$ cat config.mk
export PLATFORM = sky130hd
export DESIGN_NAME = ioctl_dl_bridge
export DESIGN_NICKNAME = d
export VERILOG_FILES = /design/src/rtl/ioctl_pkg.sv /design/src/rtl/ioctl_fifo.sv /design/src/rtl/ioctl_dl_bridge.sv
export SDC_FILE = /design/constraint.sdc
export NUM_CORES = 1
export LEC_CHECK = 0
export ABC_AREA = 1
export BUFFER_PORTS_ARGS = -buffer_cell sky130_fd_sc_hd__buf_2
export CORE_MARGIN = 4
export CORE_UTILIZATION = 35
export CTS_BUF_LIST = sky130_fd_sc_hd__clkbuf_8 sky130_fd_sc_hd__clkbuf_16
export CTS_CLUSTER_DIAMETER = 200
export CTS_CLUSTER_SIZE = 10
export DETAILED_ROUTE_END_ITERATION = 8
export HOLD_SLACK_MARGIN = 0.15
export PLACE_DENSITY_LB_ADDON = 0.1
export SYNTH_ARGS = -nofsm -noshare
export SYNTH_HDL_FRONTEND = slang
export SYNTH_SLANG_ARGS = --single-unit
$ cat constraint.sdc
create_clock -name clk_sys -period 6.8 [get_ports clk_sys]
set_input_delay 1.7 -clock clk_sys [delete_from_list [all_inputs] [get_ports clk_sys]]
set_output_delay 1.7 -clock clk_sys [all_outputs]
set_load 0.1 [all_outputs]
$ cat src/rtl/ioctl_pkg.sv
// Shared types for the ioctl download bridge: FSM states, default beat layout
// and the channel-select width helper.
package ioctl_pkg;

  typedef enum logic [1:0] {
    IDLE  = 2'd0,
    LOAD  = 2'd1,
    DRAIN = 2'd2,
    DONE  = 2'd3
  } state_t;

  function automatic int ch_width(input int nch);
    return (nch > 1) ? $clog2(nch) : 1;
  endfunction

  localparam int DEF_ADDR_W = 25;
  localparam int DEF_NCH    = 4;

  // Beat layout for the default configuration; the top derives its own from its parameters.
  typedef struct packed {
    logic [DEF_ADDR_W-1:0]        addr;
    logic [7:0]                   data;
    logic [ch_width(DEF_NCH)-1:0] ch;
    logic                         first;
  } beat_t;

endpackage

$ cat src/rtl/ioctl_fifo.sv
// Synchronous FIFO of download beats with first-word-fall-through head and
// occupancy count; a push while full is only accepted alongside a pop.
module ioctl_fifo
  import ioctl_pkg::*;
#(
  parameter type entry_t = beat_t,
  parameter int  DEPTH   = 16,
  localparam int AW      = $clog2(DEPTH)
) (
  input  logic          clk,
  input  logic          rst,
  input  logic          push,
  input  entry_t        din,
  input  logic          pop,
  output entry_t        head,
  output logic          full,
  output logic          empty,
  output logic [AW:0]   count
);

  entry_t          mem_q [DEPTH];
  logic [AW-1:0]   wr_ptr_q, wr_ptr_d;
  logic [AW-1:0]   rd_ptr_q, rd_ptr_d;
  logic [AW:0]     count_q, count_d;
  logic            do_push, do_pop;

  assign full  = (count_q == (AW+1)'(DEPTH));
  assign empty = (count_q == '0);
  assign count = count_q;
  // Head reads as zero when empty so the bridge outputs idle at zero.
  assign head  = empty ? '0 : mem_q[rd_ptr_q];

  always_comb begin
    do_pop   = pop && !empty;
    do_push  = push && (!full || do_pop);
    wr_ptr_d = wr_ptr_q + AW'(do_push);
    rd_ptr_d = rd_ptr_q + AW'(do_pop);
    count_d  = count_q + (AW+1)'(do_push) - (AW+1)'(do_pop);
  end

  always_ff @(posedge clk or posedge rst) begin
    if (rst) begin
      wr_ptr_q <= '0;
      rd_ptr_q <= '0;
      count_q  <= '0;
    end else begin
      wr_ptr_q <= wr_ptr_d;
      rd_ptr_q <= rd_ptr_d;
      count_q  <= count_d;
    end
  end

  always_ff @(posedge clk) begin
    if (do_push) mem_q[wr_ptr_q] <= din;
  end

endmodule

$ cat src/rtl/ioctl_dl_bridge.sv
// Buffered multi-channel ioctl download bridge: FIFO capture, host throttling,
// per-index routing and end-of-download pulse. Define IOCTL_CHECKSUM_EN for dl_sum.
module ioctl_dl_bridge
  import ioctl_pkg::*;
#(
  parameter int ADDR_W      = 25,
  parameter int NCH         = 4,
  parameter int DEPTH       = 16,
  parameter int WAIT_MARGIN = 2
) (
  input  logic              clk_sys,
  input  logic              reset,
  input  logic              ioctl_download,
  input  logic              ioctl_wr,
  input  logic [ADDR_W-1:0] ioctl_addr,
  input  logic [7:0]        ioctl_dout,
  input  logic [7:0]        ioctl_index,
  output logic              ioctl_wait,
  output logic [NCH-1:0]    dl_valid,
  input  logic [NCH-1:0]    dl_ready,
  output logic [ADDR_W-1:0] dl_addr,
  output logic [7:0]        dl_data,
  output logic              dl_first,
  output logic              dl_done,
  output logic              dl_err,
  output logic [15:0]       dl_sum
);

  localparam int CH_W = ch_width(NCH);
  localparam int AW   = $clog2(DEPTH);
  localparam logic [AW:0] WAIT_THR = (AW+1)'(DEPTH - WAIT_MARGIN);

  typedef struct packed {
    logic [ADDR_W-1:0] addr;
    logic [7:0]        data;
    logic [CH_W-1:0]   ch;
    logic              first;
  } dl_beat_t;

  state_t      state_q, state_d;
  logic        dl_prev_q;
  logic        first_pend_q, first_pend_d;
  logic        err_q, err_d;
  logic        wait_q, wait_d;
  logic        dl_rise, dl_fall;
  logic        idx_ok, wr_live, wr_ok, accepted, pop;
  dl_beat_t    beat_in, head;
  logic        fifo_full, fifo_empty;
  logic [AW:0] fifo_count;

  assign dl_rise = ioctl_download && !dl_prev_q;
  assign dl_fall = !ioctl_download && dl_prev_q;
  assign idx_ok  = int'(ioctl_index) < NCH;
  assign wr_live = ioctl_wr && ioctl_download;
  assign wr_ok   = wr_live && idx_ok;
  assign pop     = |(dl_valid & dl_ready);
  assign accepted = wr_ok && (!fifo_full || pop);

  always_comb begin
    beat_in       = '0;
    beat_in.addr  = ioctl_addr;
    beat_in.data  = ioctl_dout;
    beat_in.ch    = ioctl_index[CH_W-1:0];
    beat_in.first = first_pend_q || dl_rise;
  end

  ioctl_fifo #(
    .entry_t (dl_beat_t),
    .DEPTH   (DEPTH)
  ) u_fifo (
    .clk   (clk_sys),
    .rst   (reset),
    .push  (wr_ok),
    .din   (beat_in),
    .pop   (pop),
    .head  (head),
    .full  (fifo_full),
    .empty (fifo_empty),
    .count (fifo_count)
  );

  for (genvar gi = 0; gi < NCH; gi++) begin : g_valid
    assign dl_valid[gi] = !fifo_empty && (head.ch == CH_W'(gi));
  end

  assign dl_addr    = head.addr;
  assign dl_data    = head.data;
  assign dl_first   = head.first;
  assign dl_err     = err_q;
  assign ioctl_wait = wait_q;

  always_ff @(posedge clk_sys or posedge reset) begin
    if (reset) state_q <= IDLE;
    else       state_q <= state_d;
  end

  always_comb begin
    state_d = state_q;
    unique case (state_q)
      IDLE:    if (dl_rise) state_d = LOAD;
      LOAD:    if (dl_fall) state_d = DRAIN;
      DRAIN:   if (dl_rise) state_d = LOAD;
               else if (fifo_empty) state_d = DONE;
      DONE:    state_d = dl_rise ? LOAD : IDLE;
      default: state_d = IDLE;
    endcase
  end

  // A new download starting in DONE cancels the pending completion pulse.
  always_comb begin
    dl_done = (state_q == DONE) && !dl_rise;
    wait_d  = (fifo_count >= WAIT_THR) || (state_q == DRAIN);
  end

  always_comb begin
    first_pend_d = first_pend_q;
    if (accepted)     first_pend_d = 1'b0;
    else if (dl_rise) first_pend_d = 1'b1;
    err_d = err_q || (wr_live && !idx_ok) || (wr_ok && fifo_full && !pop);
  end

  always_ff @(posedge clk_sys or posedge reset) begin
    if (reset) begin
      dl_prev_q    <= 1'b0;
      first_pend_q <= 1'b0;
      err_q        <= 1'b0;
      wait_q       <= 1'b0;
    end else begin
      dl_prev_q    <= ioctl_download;
      first_pend_q <= first_pend_d;
      err_q        <= err_d;
      wait_q       <= wait_d;
    end
  end

`ifdef IOCTL_CHECKSUM_EN
  logic [15:0] sum_q, sum_d;

  always_comb begin
    sum_d = sum_q;
    if (dl_rise)
      sum_d = '0;
    else if (pop && (state_q == LOAD || state_q == DRAIN))
      sum_d = sum_q + {8'h00, head.data};
  end

  always_ff @(posedge clk_sys or posedge reset) begin
    if (reset) sum_q <= '0;
    else       sum_q <= sum_d;
  end

  assign dl_sum = sum_q;
`else
  assign dl_sum = '0;
`endif

endmodule

; ---- After elaboration in Yosys (flattened, before gate mapping)
; Memory sizes are Yosys's and may differ from the RTL's.
; Cells that the tools add are included.
[word_totals]
reg_bits = 19
latchBits = 0
ramBits = 576
mem_bits_ro = 0
out_inout_bits = 57
n_memories = 1
[classes]
addsub = 4
mul = 0
div_mod_pow = 0
order_cmp = 2
n_eq_ne = 10
shift = 0
muxes = 11
n_bitwise = 1
reduce_logical = 34
[mem_list]
columns = memory, words, word_bits, rd, rd_ports_with_merged_regs, wr, line_no
row1 = u_fifo.mem_q, 16, 36, 1, 0, 1, ioctl_fifo.sv:21  ; entry_t mem_q [DEPTH];
[ops]
columns = cell, count
row1 = $mux W36, 1
row2 = $logic_and A1 B1 Y1, 15
row3 = $add A4 B1 Y4, 2
row4 = $eq A2 B2 Y1 const B, 4
row5 = $lt A8 B3 Y1 const B, 1
row6 = $mux W2, 4
row7 = $pmux W2 S4, 1
row8 = $logic_not A1 Y1, 7
row9 = $logic_or A1 B1 Y1, 6
row10 = $add A5 B1 Y5, 1
row11 = $eq A5 B5 Y1 const B, 1
row12 = $ge A5 B4 Y1 const B, 1
row13 = $logic_not A5 Y1, 1
row14 = $mux W1, 5
row15 = $sub A5 B1 Y5, 1
row16 = $and A4 B4 Y4, 1
row17 = $eq A2 B1 Y1 const B, 2
row18 = $logic_not A2 Y1, 2
row19 = $ne A2 B2 Y1 const B, 2
row20 = $reduce_or A4 Y1, 1
row21 = $ne A3 B2 Y1 const B, 1
row22 = $reduce_and A3 Y1, 1
row23 = $reduce_bool A2 Y1, 1

; ---- Longest topological paths before layout
[logic_depth]
word_depth = 11
mapped_depth = 20

; ---- By module
; From an unflattened synthesis, not the netlist that was laid out.
[unflattened]
hier_cells = 2044
hier_area_um2 = 24302.1
[by_module_without_submodules]
columns = module, n_inst, cells_per_inst, area_each_um2
row1 = ioctl_fifo, 1, 1975, 23819.1
row2 = ioctl_dl_bridge, 1, 69, 483.0

; ---- Least setup slack after synthesis
; Ideal clock, no wire load.
[synth_timing]
path_type = input-to-output
from = input port ioctl_download
to = output port dl_done
arrival_ns = 3.844
slack_ns = 1.256
stages = 3
cell_sequence = inv_1 > nor2_1 > nor3_1
[synth_via]
elab_chain_len = 3
[synth_lines]
columns = item, line_no
row1 = start: declaration, ioctl_dl_bridge.sv:13  ; input logic ioctl_download,
row2 = $logic_and A1 B1 Y1, ioctl_dl_bridge.sv:51  ; assign dl_rise = ioctl_download && !dl_prev_q;
row3 = $logic_not A1 Y1, ioctl_dl_bridge.sv:111  ; dl_done = (state_q == DONE) && !dl_rise;
row4 = $logic_and A1 B1 Y1, ioctl_dl_bridge.sv:111
row5 = end: declaration, ioctl_dl_bridge.sv:24  ; output logic dl_done,
; Every way passes these cells.

; ---- Worst setup path after layout
[layout_timing]
from = register u_fifo.rd_ptr_q[1]
to = output port dl_addr[1]
[layout_via]
elab_chain_len = 2
[layout_lines]
columns = item, line_no
row1 = start: declaration, ioctl_fifo.sv:23  ; logic [AW-1:0] rd_ptr_q, rd_ptr_d;
row2 = start signal: assignment, ioctl_fifo.sv:48  ; rd_ptr_q <= rd_ptr_d;
row3 = $mem_v2 Z16 W36, --
row4 = $mux W36, ioctl_fifo.sv:31  ; assign head = empty ? '0 : mem_q[rd_ptr_q];
row5 = end: declaration, ioctl_dl_bridge.sv:21  ; output logic [ADDR_W-1:0] dl_addr,
; Every way passes these cells.

==> results.cfg <==
[run_status]
outcome = finished clean

[final_layout]
final_cells = 2683
nFillCells = 6167
area_growth_pct = 14.7
final_common_cell = edfxtp_1
drive_above_1_share_pct = 13.2
final_cell_mix = edfxtp_1 (576), nand2_1 (237), nor2_1 (162), o21ai_0 (133), a21oi_1 (107)
multiInputGateArea_mm2 = 0.00530
antenna_cells = 0
fin_util_pct = 40.8
fin_nets = 1866
regArea_mm2 = 0.0178

[logic_synthesis]
syn_avg_cell_area_um2 = 13.8
ys_ff_latch = 595
synthFlopType = edfxtp_1
synth-edff-count = 576
synth_top_family_by_area = compound AO/OA/AOI/OAI gates
synth_cell_type_count = 34
yosys_warnings = 0
synth_top_area_share_pct = 73.4
synth-simple-area-share_pct = 8.35
synth_compound_area_share_pct = 9.36
syn_inst = 1710
netlist_area_mm2 = 0.0236
synth_xor_xnor_area_share_pct = 0.260
async_flop_share_pct = 3.19
synth_top_area_cell = edfxtp_1
synthMuxAreaShare_pct = 2.89
synthAdderAreaFrac_pct = 0.775
synth_sequential_area_ratio_pct = 75.4
synth_area_leaders = edfxtp_1 (73%), nand2_1 (3.8%), mux2i_1 (2.9%)

[floorplan]
fp.dieArea_mm2 = 0.0716
io_pins = 106
core_area_mm2 = 0.0662
die_h_um = 268
die_w_um = 268
initial_core_util_pct = 35.6
rows = 94

[global_route]
grt_overflow = 0
grt_usage_pct = 17.3
grt_pass1_wl_um = 92400
grt_max_degree = 153
antenna_found_initial = 0
first_global_vias = 14100

[clock_network]
cts_setup_buffers = 0
cts_resized = 0
cts_sinks = 595
numCtsBuffers = 69
htree_levels = 3
cts-root-buf = clkbuf_16
cts_tree = built
cts_hold_buf = 0
clockBufferDepth = 3
path_clk_slew_ns = 0.06
insertion_delay_ns = 0.59

[route]
wl_per_cell_um = 23.2
drtPass1Iterations = 5
wl_um = 62100
vias_per_cell = 5.24
drc = 0
ant_nets = 0
via_count = 14100
drt-initial-drc-count = 1049

[setup_path]
cp-start-kind = flop
required_ns = 5.10
worst_setup_path_end_kind = output port
arrival_ns = 4.02
cp_max_fo = 76
path_class = flop to output port

[placed_design]
portBuffers = 89
gp_congestion = 0.722
post-dp-hpwl_um = 31500
placedCellCount = 2596

[sta]
fmax_mhz = 175
drv_slew = 0
tns_ns = 0
slew_headroom_pct = 27.6
layout_min_cycle_time_ns = 5.72
final-hold-violation-count = 0
rsz0062_at_grt = false
setup_viol = 0
post-route-period-util_pct = 84.2
tightestPinTransition_ns = 1.09
skew_ns = 0.0197
whs_ns = 0.477

[pwr]
p_leak_nw = 9.27
design_power_total_mw = 12.6
powerDensity_mw_per_mm2 = 466
peakVddDrop_mv = 0.608

[job]
drv_cap = 0

[hold_path]
hold_class = flop to flop
[cells in the mapped netlist (2+ instances only)]
library cell,instances
a211oi_1,34
a21oi_1,107
buf_1,8
buf_2,17
buf_4,21
clkbuf_1,71
dfrtp_1,19
edfxtp_1,576
ha_1,13
inv_1,33
inv_2,7
mux2i_1,68
nand2_1,238
nand2_2,2
nand3_1,18
nand4_1,2
nand4_2,4
nor2_1,179
nor2_2,2
nor3_1,37
o21ai_0,133
o21ai_1,4
o221ai_1,34
o22ai_1,68
xor2_1,6
[path summary, 6_finish.rpt]
| check | from | end | slack, ns | cells after the start |
|---|---|---|---|---|
| worst max register to register | u_fifo.rd_ptr_q[1] | u_fifo.mem_q[2][10] | 1.89 | 16 |
| max in group asynchronous | reset | u_fifo.rd_ptr_q[1] | 4.95 | 2 |
| worst min-delay path | dl_err | dl_err | 0.48 | 2 |
| worst min register to register | dl_err | dl_err | 0.48 | 2 |
| min in group asynchronous | reset | state_q[1] | 1.26 | 2 |
| worst max-delay path | u_fifo.rd_ptr_q[1] | dl_addr[1] | 1.08 | 7 |
[logic make-up after synthesis]
kind of cell / count (synthesis)
xor gates and xnor gates: 7
adders and majority gates: 14
muxes: 68
AOI/OAI and AO/OA: 381
other: 1
DFF: 595
buffers and inverters: 158
and+or+nand+nor: 486
[metal layers]
| layer | up-vias | share of wire [%] | track usage [%] |
|---|---|---|---|
| met2 | 321 | 47 | 27.7 |
| met4 | 0 | 2.1 | 5.04 |
| met3 | 91 | 4.7 | 2.77 |
| met5 | - | 0 | 0 |
| met1 | 7156 | 46 | 24.6 |
| li1 | 6482 | - | - |
[critical path, stage by stage (launching register included)]
cell	delay, ns
dfrtp_4	0.83
nor2_4	0.30
clkinv_2	0.62
buf_4	0.50
o221ai_1	0.21
a21oi_1	0.07
a211oi_1	0.36
buf_2	0.50
[sequential cells by signal (all words and copies together) (netlist names)]
name	flops
dl_err	1
dl_prev_q	1
first_pend_q	1
ioctl_wait	1
state_q	2
u_fifo.count	5
u_fifo.mem_q	576
u_fifo.rd_ptr_q	4
u_fifo.wr_ptr_q	4
[metrics by stage]
stage	worst slack, ns	area, um^2
final	1.08	27000
after detailed placement	1.53	25100
after global placement	1.52	25100
after CTS	0.854	27000
after floorplan	1.26	23600
after global routing	0.830	27000
[final cells by class]
type / instances / area share, %
clock buffer: 73 / 6.75
clock inverter: 14 / 0.319
tap: 864 / 4.00
timing repair buffer: 125 / 3.02
multi-input combinational: 972 / 19.6
inverter: 40 / 0.588
sequential: 595 / 65.7
[power breakdown]
part | leakage (nW) | internal, mW | total (mW) | switching, mW
logic | 2.91 | 1.11 | 5.13 | 4.02
clock network | 0.971 | 1.90 | 3.28 | 1.38
registers | 5.39 | 4.07 | 4.21 | 0.142
Note: power is estimated with default switching activity, not from simulation.
